[config.mk]
export PLATFORM = sky130hd
export DESIGN_NAME = vector_lane_sequencer
export DESIGN_NICKNAME = d
export VERILOG_FILES = /design/src/rtl/vector_lane_sequencer_pkg.sv /design/src/rtl/vector_lane_sequencer.sv
export SDC_FILE = /design/constraint.sdc
export NUM_CORES = 1
export LEC_CHECK = 0
export CORE_MARGIN = 2
export CORE_UTILIZATION = 48
export DETAILED_ROUTE_END_ITERATION = 16
export PLACE_DENSITY = 0.9
export SLEW_MARGIN = 20
export SYNTH_ARGS = -nofsm -noshare
export SYNTH_HDL_FRONTEND = slang
export SYNTH_SLANG_ARGS = --single-unit
[constraint.sdc]
create_clock -name clock -period 4.39 [get_ports clock]
set_input_delay 0.6585 -clock clock [delete_from_list [all_inputs] [get_ports clock]]
set_output_delay 0.6585 -clock clock [all_outputs]
set_load 0.01 [all_outputs]
[src/rtl/vector_lane_sequencer_pkg.sv]
// Shared definitions for the vector lane sequencer and the vector ALU beside it:
// opcode values, FSM encoding and the default lane geometry.
package vector_lane_sequencer_pkg;

    localparam int LANES_DEFAULT  = 4;
    localparam int LANE_W_DEFAULT = 8;

    localparam logic [2:0] VOP_ADD = 3'b000;
    localparam logic [2:0] VOP_MUL = 3'b001;

    typedef enum logic [1:0] {
        IDLE = 2'd0,
        RUN  = 2'd1,
        DONE = 2'd2
    } seq_state_t;

    function automatic logic is_legal_op(input logic [2:0] op);
        return (op == VOP_ADD) || (op == VOP_MUL);
    endfunction

endpackage

[src/rtl/vector_lane_sequencer.sv]
// Feeds one lane per cycle of two latched vector operands to the external ALU and
// reassembles the per-lane results into a packed vector, with start/busy/done handshake.
module vector_lane_sequencer
    import vector_lane_sequencer_pkg::*;
#(
    parameter int LANES  = LANES_DEFAULT,
    parameter int LANE_W = LANE_W_DEFAULT
) (
    input  logic                      clock,
    input  logic                      reset,
    input  logic                      start,
    input  logic [2:0]                op,
    input  logic [LANES*LANE_W-1:0]   vec_a,
    input  logic [LANES*LANE_W-1:0]   vec_b,
    output logic                      busy,
    output logic                      done,
    output logic                      err,
    output logic [LANES*LANE_W-1:0]   result,
    output logic [LANE_W-1:0]         valu_in1,
    output logic [LANE_W-1:0]         valu_in2,
    output logic [2:0]                valu_op,
    input  logic [LANE_W-1:0]         valu_out
);

    localparam int CNT_W = (LANES > 1) ? $clog2(LANES) : 1;

    seq_state_t                 state_reg, state_next;
    logic [CNT_W-1:0]           cnt_reg, cnt_next;
    logic [LANES*LANE_W-1:0]    a_reg, a_next;
    logic [LANES*LANE_W-1:0]    b_reg, b_next;
    logic [2:0]                 op_reg, op_next;
    logic                       err_reg, err_next;

    logic [LANE_W-1:0]          a_lane [LANES];
    logic [LANE_W-1:0]          b_lane [LANES];
    logic [LANE_W-1:0]          result_lane_reg [LANES];

    always_ff @(posedge clock or posedge reset) begin
        if (reset) begin
            state_reg <= IDLE;
            cnt_reg   <= '0;
            a_reg     <= '0;
            b_reg     <= '0;
            op_reg    <= '0;
            err_reg   <= 1'b0;
        end else begin
            state_reg <= state_next;
            cnt_reg   <= cnt_next;
            a_reg     <= a_next;
            b_reg     <= b_next;
            op_reg    <= op_next;
            err_reg   <= err_next;
        end
    end

    always_comb begin
        state_next = state_reg;
        cnt_next   = cnt_reg;
        a_next     = a_reg;
        b_next     = b_reg;
        op_next    = op_reg;
        err_next   = err_reg;
        case (state_reg)
            IDLE: begin
                if (start) begin
                    a_next   = vec_a;
                    b_next   = vec_b;
                    op_next  = op;
                    cnt_next = '0;
                    // An illegal op skips the lane walk and reports through err.
                    if (is_legal_op(op)) begin
                        state_next = RUN;
                        err_next   = 1'b0;
                    end else begin
                        state_next = DONE;
                        err_next   = 1'b1;
                    end
                end
            end
            RUN: begin
                if (cnt_reg == CNT_W'(LANES - 1)) begin
                    cnt_next   = '0;
                    state_next = DONE;
                end else begin
                    cnt_next = cnt_reg + 1'b1;
                end
            end
            DONE: begin
                state_next = IDLE;
                err_next   = 1'b0;
            end
            default: begin
                state_next = IDLE;
                err_next   = 1'b0;
            end
        endcase
    end

    // Each lane owns its own result register, written only while it is the active lane.
    for (genvar gi = 0; gi < LANES; gi++) begin : g_lane
        assign a_lane[gi] = a_reg[gi*LANE_W +: LANE_W];
        assign b_lane[gi] = b_reg[gi*LANE_W +: LANE_W];
        assign result[gi*LANE_W +: LANE_W] = result_lane_reg[gi];

        always_ff @(posedge clock or posedge reset) begin
            if (reset) begin
                result_lane_reg[gi] <= '0;
            end else if ((state_reg == RUN) && (cnt_reg == CNT_W'(gi))) begin
                result_lane_reg[gi] <= valu_out;
            end
        end
    end

    // The ALU inputs are zeroed outside RUN so it never sees stale operands.
    always_comb begin
        valu_in1 = '0;
        valu_in2 = '0;
        valu_op  = '0;
        if (state_reg == RUN) begin
            valu_in1 = a_lane[cnt_reg];
            valu_in2 = b_lane[cnt_reg];
            valu_op  = op_reg;
        end
    end

    assign busy = (state_reg == RUN) || (state_reg == DONE);
    assign done = (state_reg == DONE);
    assign err  = err_reg;

endmodule

* After elaboration in Yosys (flattened, before gate mapping)
Cells that the tools add are included.
** Cells by class
- Add/sub/neg operators :: 1
- Reductions and logical operators :: 14
- Multiplexer cells :: 19
- Magnitude comparators :: 1
- Equal/unequal tests :: 8
- Bitwise gates (word level) :: 2
** Operator list (number)
- $mux 8 :: 6
- $bmux 8 s2 :: 2
- $mux 2 :: 5
- $pmux 2 s2 :: 2
- $reduce_and 2->1 :: 4
- $eq 2x2->1 const B :: 3
- $eq 2x1->1 const B :: 2
- $logic_and 1x1->1 :: 4
- $logic_not 2->1 :: 2
- $ne 2x2->1 const B :: 2
- $eq 3x1->1 const B :: 1
- $ge 3x3->1 const B :: 1
- $logic_not 3->1 :: 1
- $mux 3 :: 1
- $not 2->3 :: 1
- $add 2x1->2 const B :: 1
- $logic_or 1x1->1 :: 2
- $mux 1 :: 2
- $pmux 1 s2 :: 1
- $reduce_bool 2->1 :: 1
- $not 1->1 :: 1
** Word-level totals
- Bits in registers :: 104
- Output and inout port bits :: 54
- Word-level logic and storage cells :: 55
- Input bits :: 78

* Longest topological paths before layout
- Depth after elaboration :: 5
- Mapped depth :: 6
- Mapped depth without buffers :: 5

* Worst setup path after synthesis
No wires, ideal clock.
- Path type :: reg-to-output
- Start :: reg cnt_reg[0]
- End :: out valu_in2[0]
- Arrival :: 1326 ps
- Data required time :: 3732 ps
- Cell stages (with the launch flop) :: 5
- Slack :: 2405 ps
- Cell sequence :: dfrtp_1 -> buf_6 -> buf_12 -> mux4_2 -> and2_1
** Between the ends
- Word-level cells in the longest chain between the ends :: 5
** Ends and longest elaborated chain
- start: declaration :: RTL line vector_lane_sequencer.sv:28 : logic [CNT_W-1:0] cnt_reg, cnt_next;
- start signal: assignment :: RTL line vector_lane_sequencer.sv:48 : cnt_reg <= cnt_next;
- $not 2->3 (implied by the code) :: RTL line vector_lane_sequencer.sv:121 : valu_in2 = b_lane[cnt_reg];
- $bmux 8 s2 :: RTL line vector_lane_sequencer.sv:121
- $mux 8 (implied by the code) (2 in series) :: RTL line vector_lane_sequencer.sv:121
- $mux 8 :: RTL line vector_lane_sequencer.sv:119 : if (state_reg == RUN) begin
- end: declaration :: RTL line vector_lane_sequencer.sv:20 : output logic [LANE_W-1:0] valu_in2,
No other way between the ends. The select of a mux whose other input is x is not followed.

* Worst setup path in the final report
- Start :: reg cnt_reg[0]
- End :: out valu_in1[6]
** Between the ends
- Word-level cells in the longest chain between the ends :: 5
** Ends and longest elaborated chain
- $not 2->3 (implied by the code) :: RTL line vector_lane_sequencer.sv:120 : valu_in1 = a_lane[cnt_reg];
- $bmux 8 s2 :: RTL line vector_lane_sequencer.sv:120
- $mux 8 (implied by the code) (2 in series) :: RTL line vector_lane_sequencer.sv:120
- $mux 8 :: RTL line vector_lane_sequencer.sv:119
- end: declaration :: RTL line vector_lane_sequencer.sv:19 : output logic [LANE_W-1:0] valu_in1,
No other way between the ends. The select of a mux whose other input is x is not followed.

==> run metrics <==
Congestion Overflow GR=0; clock sinks=104; Hold-fix buffers, CTS=0; htree depth=3; Final setup viols=0; peak supply drop=around 0.28 mV; ANT nets after route=0; CP Launch Type=flop; first-pass GRT wire length=between 15000 and 20000 um; Clock transition at path regs=around 0.090 ns; cts bufs inserted=9; vias post-DR=roughly 2900; first drt pass iteration count=6; Synth Area in Adders=0.0244; critical path endpoint category=primary output; CTS resizes=0; sequential share of the synthesized area=0.564; Final HPWL DP=7210 um; crit path kind=flop to primary output; Cell Area, Synth=roughly 4600 um2; vias in the first global route=~3200; status=finished, final reports clean; setup TNS=0 ns; Final Hold Vio Count=0; CTS Buffer Depth=2; Worst R2R Setup Slack=1.99 ns; largest net degree at the start of global routing=41; post-synthesis register bit count=104; max-cap violations=0; initial antenna violation count=0; Synth Area in Simple Gates=0.0415; DRC viols=0; nets@finish=between 500 and 600; total wire length=~9700 um; post-synth cell types=27; DR iter-0 viols=57; Compound-Gate Fraction of Synth Area=0.0149; largest family of logic cells by synthesized area=multiplexers; Syn Area/Cell=15.8 um2; Diodes inserted=0; cell taking the most area after synthesis=dfrtp_1; Yosys top cell area share=0.564; TritonCTS clock tree=done; I/O Buffers=131; register area=~2600 um2; post-DR vias/cell=between 5 and 6; Die Span Y=102 um; final slew viol count=0; Worst Hold Class=flop to flop; routed len/inst=roughly 17 um; Top-Level Pins=around 130; Layout fillers=about 680; post-synthesis xor/xnor area fraction=0; floorplan row count=35; worst slew pin tran=between 0.9 and 1 ns; Layout Cells excl Fill=about 560; Synth-to-Final Area Change=34.4%; GP Congestion=~0.78; CTS root buffer=clkbuf_8; multi-input logic area=between 1500 and 2000 um2; Core Region=approximately 9300 um2; Pleak=approximately 2.5 nW; pwr dens=approximately 540 nW/um2; fmax=0.299 GHz; relative slew slack=0.398; clk_skew=between 0.008 and 0.009 ns; Die Width=about 100 um; Syn Inst Count=approximately 290; Worst-Skew Late Latency=0.35 ns; Period Utilization, post-route=0.761; GRT Resource Usage Total=0.196; post-CTS setup buffer count=0; largest cells by area after synthesis=dfrtp_1, mux2_2, mux4_1; post-synthesis mux area share=0.330; die area=approximately 10000 um2; Cells after DPL=~540; crit path DAT=around 2.7 ns; Post-Syn Nets=between 300 and 400; crit path max fanout=13; synth warn=0; Tmin final=3.34 ns; ratio of cells with drive above 1 in the final layout=0.301; Starting Density=0.497; unrepaired setup endpoints after global routing=false; critical path required time=between 3 and 4 ns
cell families after synthesis:
group / after synthesis
AO/OA/AOI/OAI: 10
adder cells (fa/ha/maj): 9
buffers and inverters: 19
flip-flops: 104
multiplexers: 116
AND/OR/NAND/NOR: 34
path summary, 6_finish.rpt:
check	from	end	depth (start not counted)
worst max-delay path	cnt_reg[0]$_DFFE_PP0P_	valu_in1[6]	4
worst min-delay path	op_reg[0]$_DFFE_PP0P_	op_reg[0]$_DFFE_PP0P_	1
worst max register to register	state_reg[1]$_DFFE_PP0P_	state_reg[1]$_DFFE_PP0P_	5
worst min register to register	op_reg[0]$_DFFE_PP0P_	op_reg[0]$_DFFE_PP0P_	1
max in group asynchronous	reset	op_reg[0]$_DFFE_PP0P_	3
min in group asynchronous	reset	result[9]$_DFFE_PP0P_	2
critical path, cell delays in order, from the launching register on:
cell and delay [ns]:
dfrtp_1 0.75, buf_4 0.33, mux4_1 0.59, and2_1 0.18
clkdlybuf4s50_1 0.48
per-layer routing:
layer	wire length (um)	global-route usage	vias to the layer above
li1	-	-	1317
met1	3950	0.235	1489
met2	5100	0.343	114
met3	480	0.0492	21
met4	203	0.0708	0
met5	0	0	-
placed cells by master (no fill, tap or decap), drive strengths merged, types with 3 or more instances in the layout:
| master | instances |
|---|---|
| nand2 | 6 |
| clkbuf | 9 |
| o21ai | 3 |
| ha | 9 |
| inv | 7 |
| buf | 5 |
| and2 | 19 |
| mux4 | 16 |
| mux2 | 100 |
| dfrtp | 104 |
| clkdlybuf4s50 | 131 |
synthesized netlist by cell type:
cell	count
dfrtp_1	104
mux2_2	100
and2_1	19
ha_1	9
mux4_1	9
buf_2	7
mux4_2	7
nand2_1	6
inv_1	5
buf_4	3
o21ai_0	3
clkbuf_1	2
nand2b_1	2
nor2_1	2
nor2b_1	2
a211o_1	1
a21boi_0	1
buf_12	1
buf_6	1
nand3_1	1
nand3b_1	1
nor3_1	1
o211ai_1	1
o21a_1	1
o22ai_1	1
o2bb2ai_1	1
o31ai_1	1
layout make-up:
class / instances / area share
clock buffer: 9 / 0.0200
inverter: 5 / 0.00343
tap: 129 / 0.0260
clock inverter: 6 / 0.00727
sequential: 104 / 0.420
timing repair buffer: 136 / 0.218
multi-input combinational: 169 / 0.306
where the power goes:
part	internal (W)	leakage, nW	switching [W]
clock	0.000207	0.0834	0.000325
combinational	0.000797	1.23	0.000417
sequential	0.00136	1.22	0.000219
through the flow:
step | power (W) | instance area (um2) | setup slack (ns) | util | hold WS, ns
finish | 0.00333 | 6200 | 1.05 | 0.668 | 0.508
global route | 0.00355 | 6200 | 0.867 | 0.668 | 0.523
CTS | 0.00337 | 6200 | 0.992 | 0.668 | 0.508
detailed placement | 0.00283 | 6030 | 1.39 | 0.649 | 0.486
global placement | 0.00275 | 6030 | 1.43 | 0.649 | 0.480
floorplan | 0.00235 | 4610 | 0.999 | - | 0.470
(Power assumes the default switching activity.)
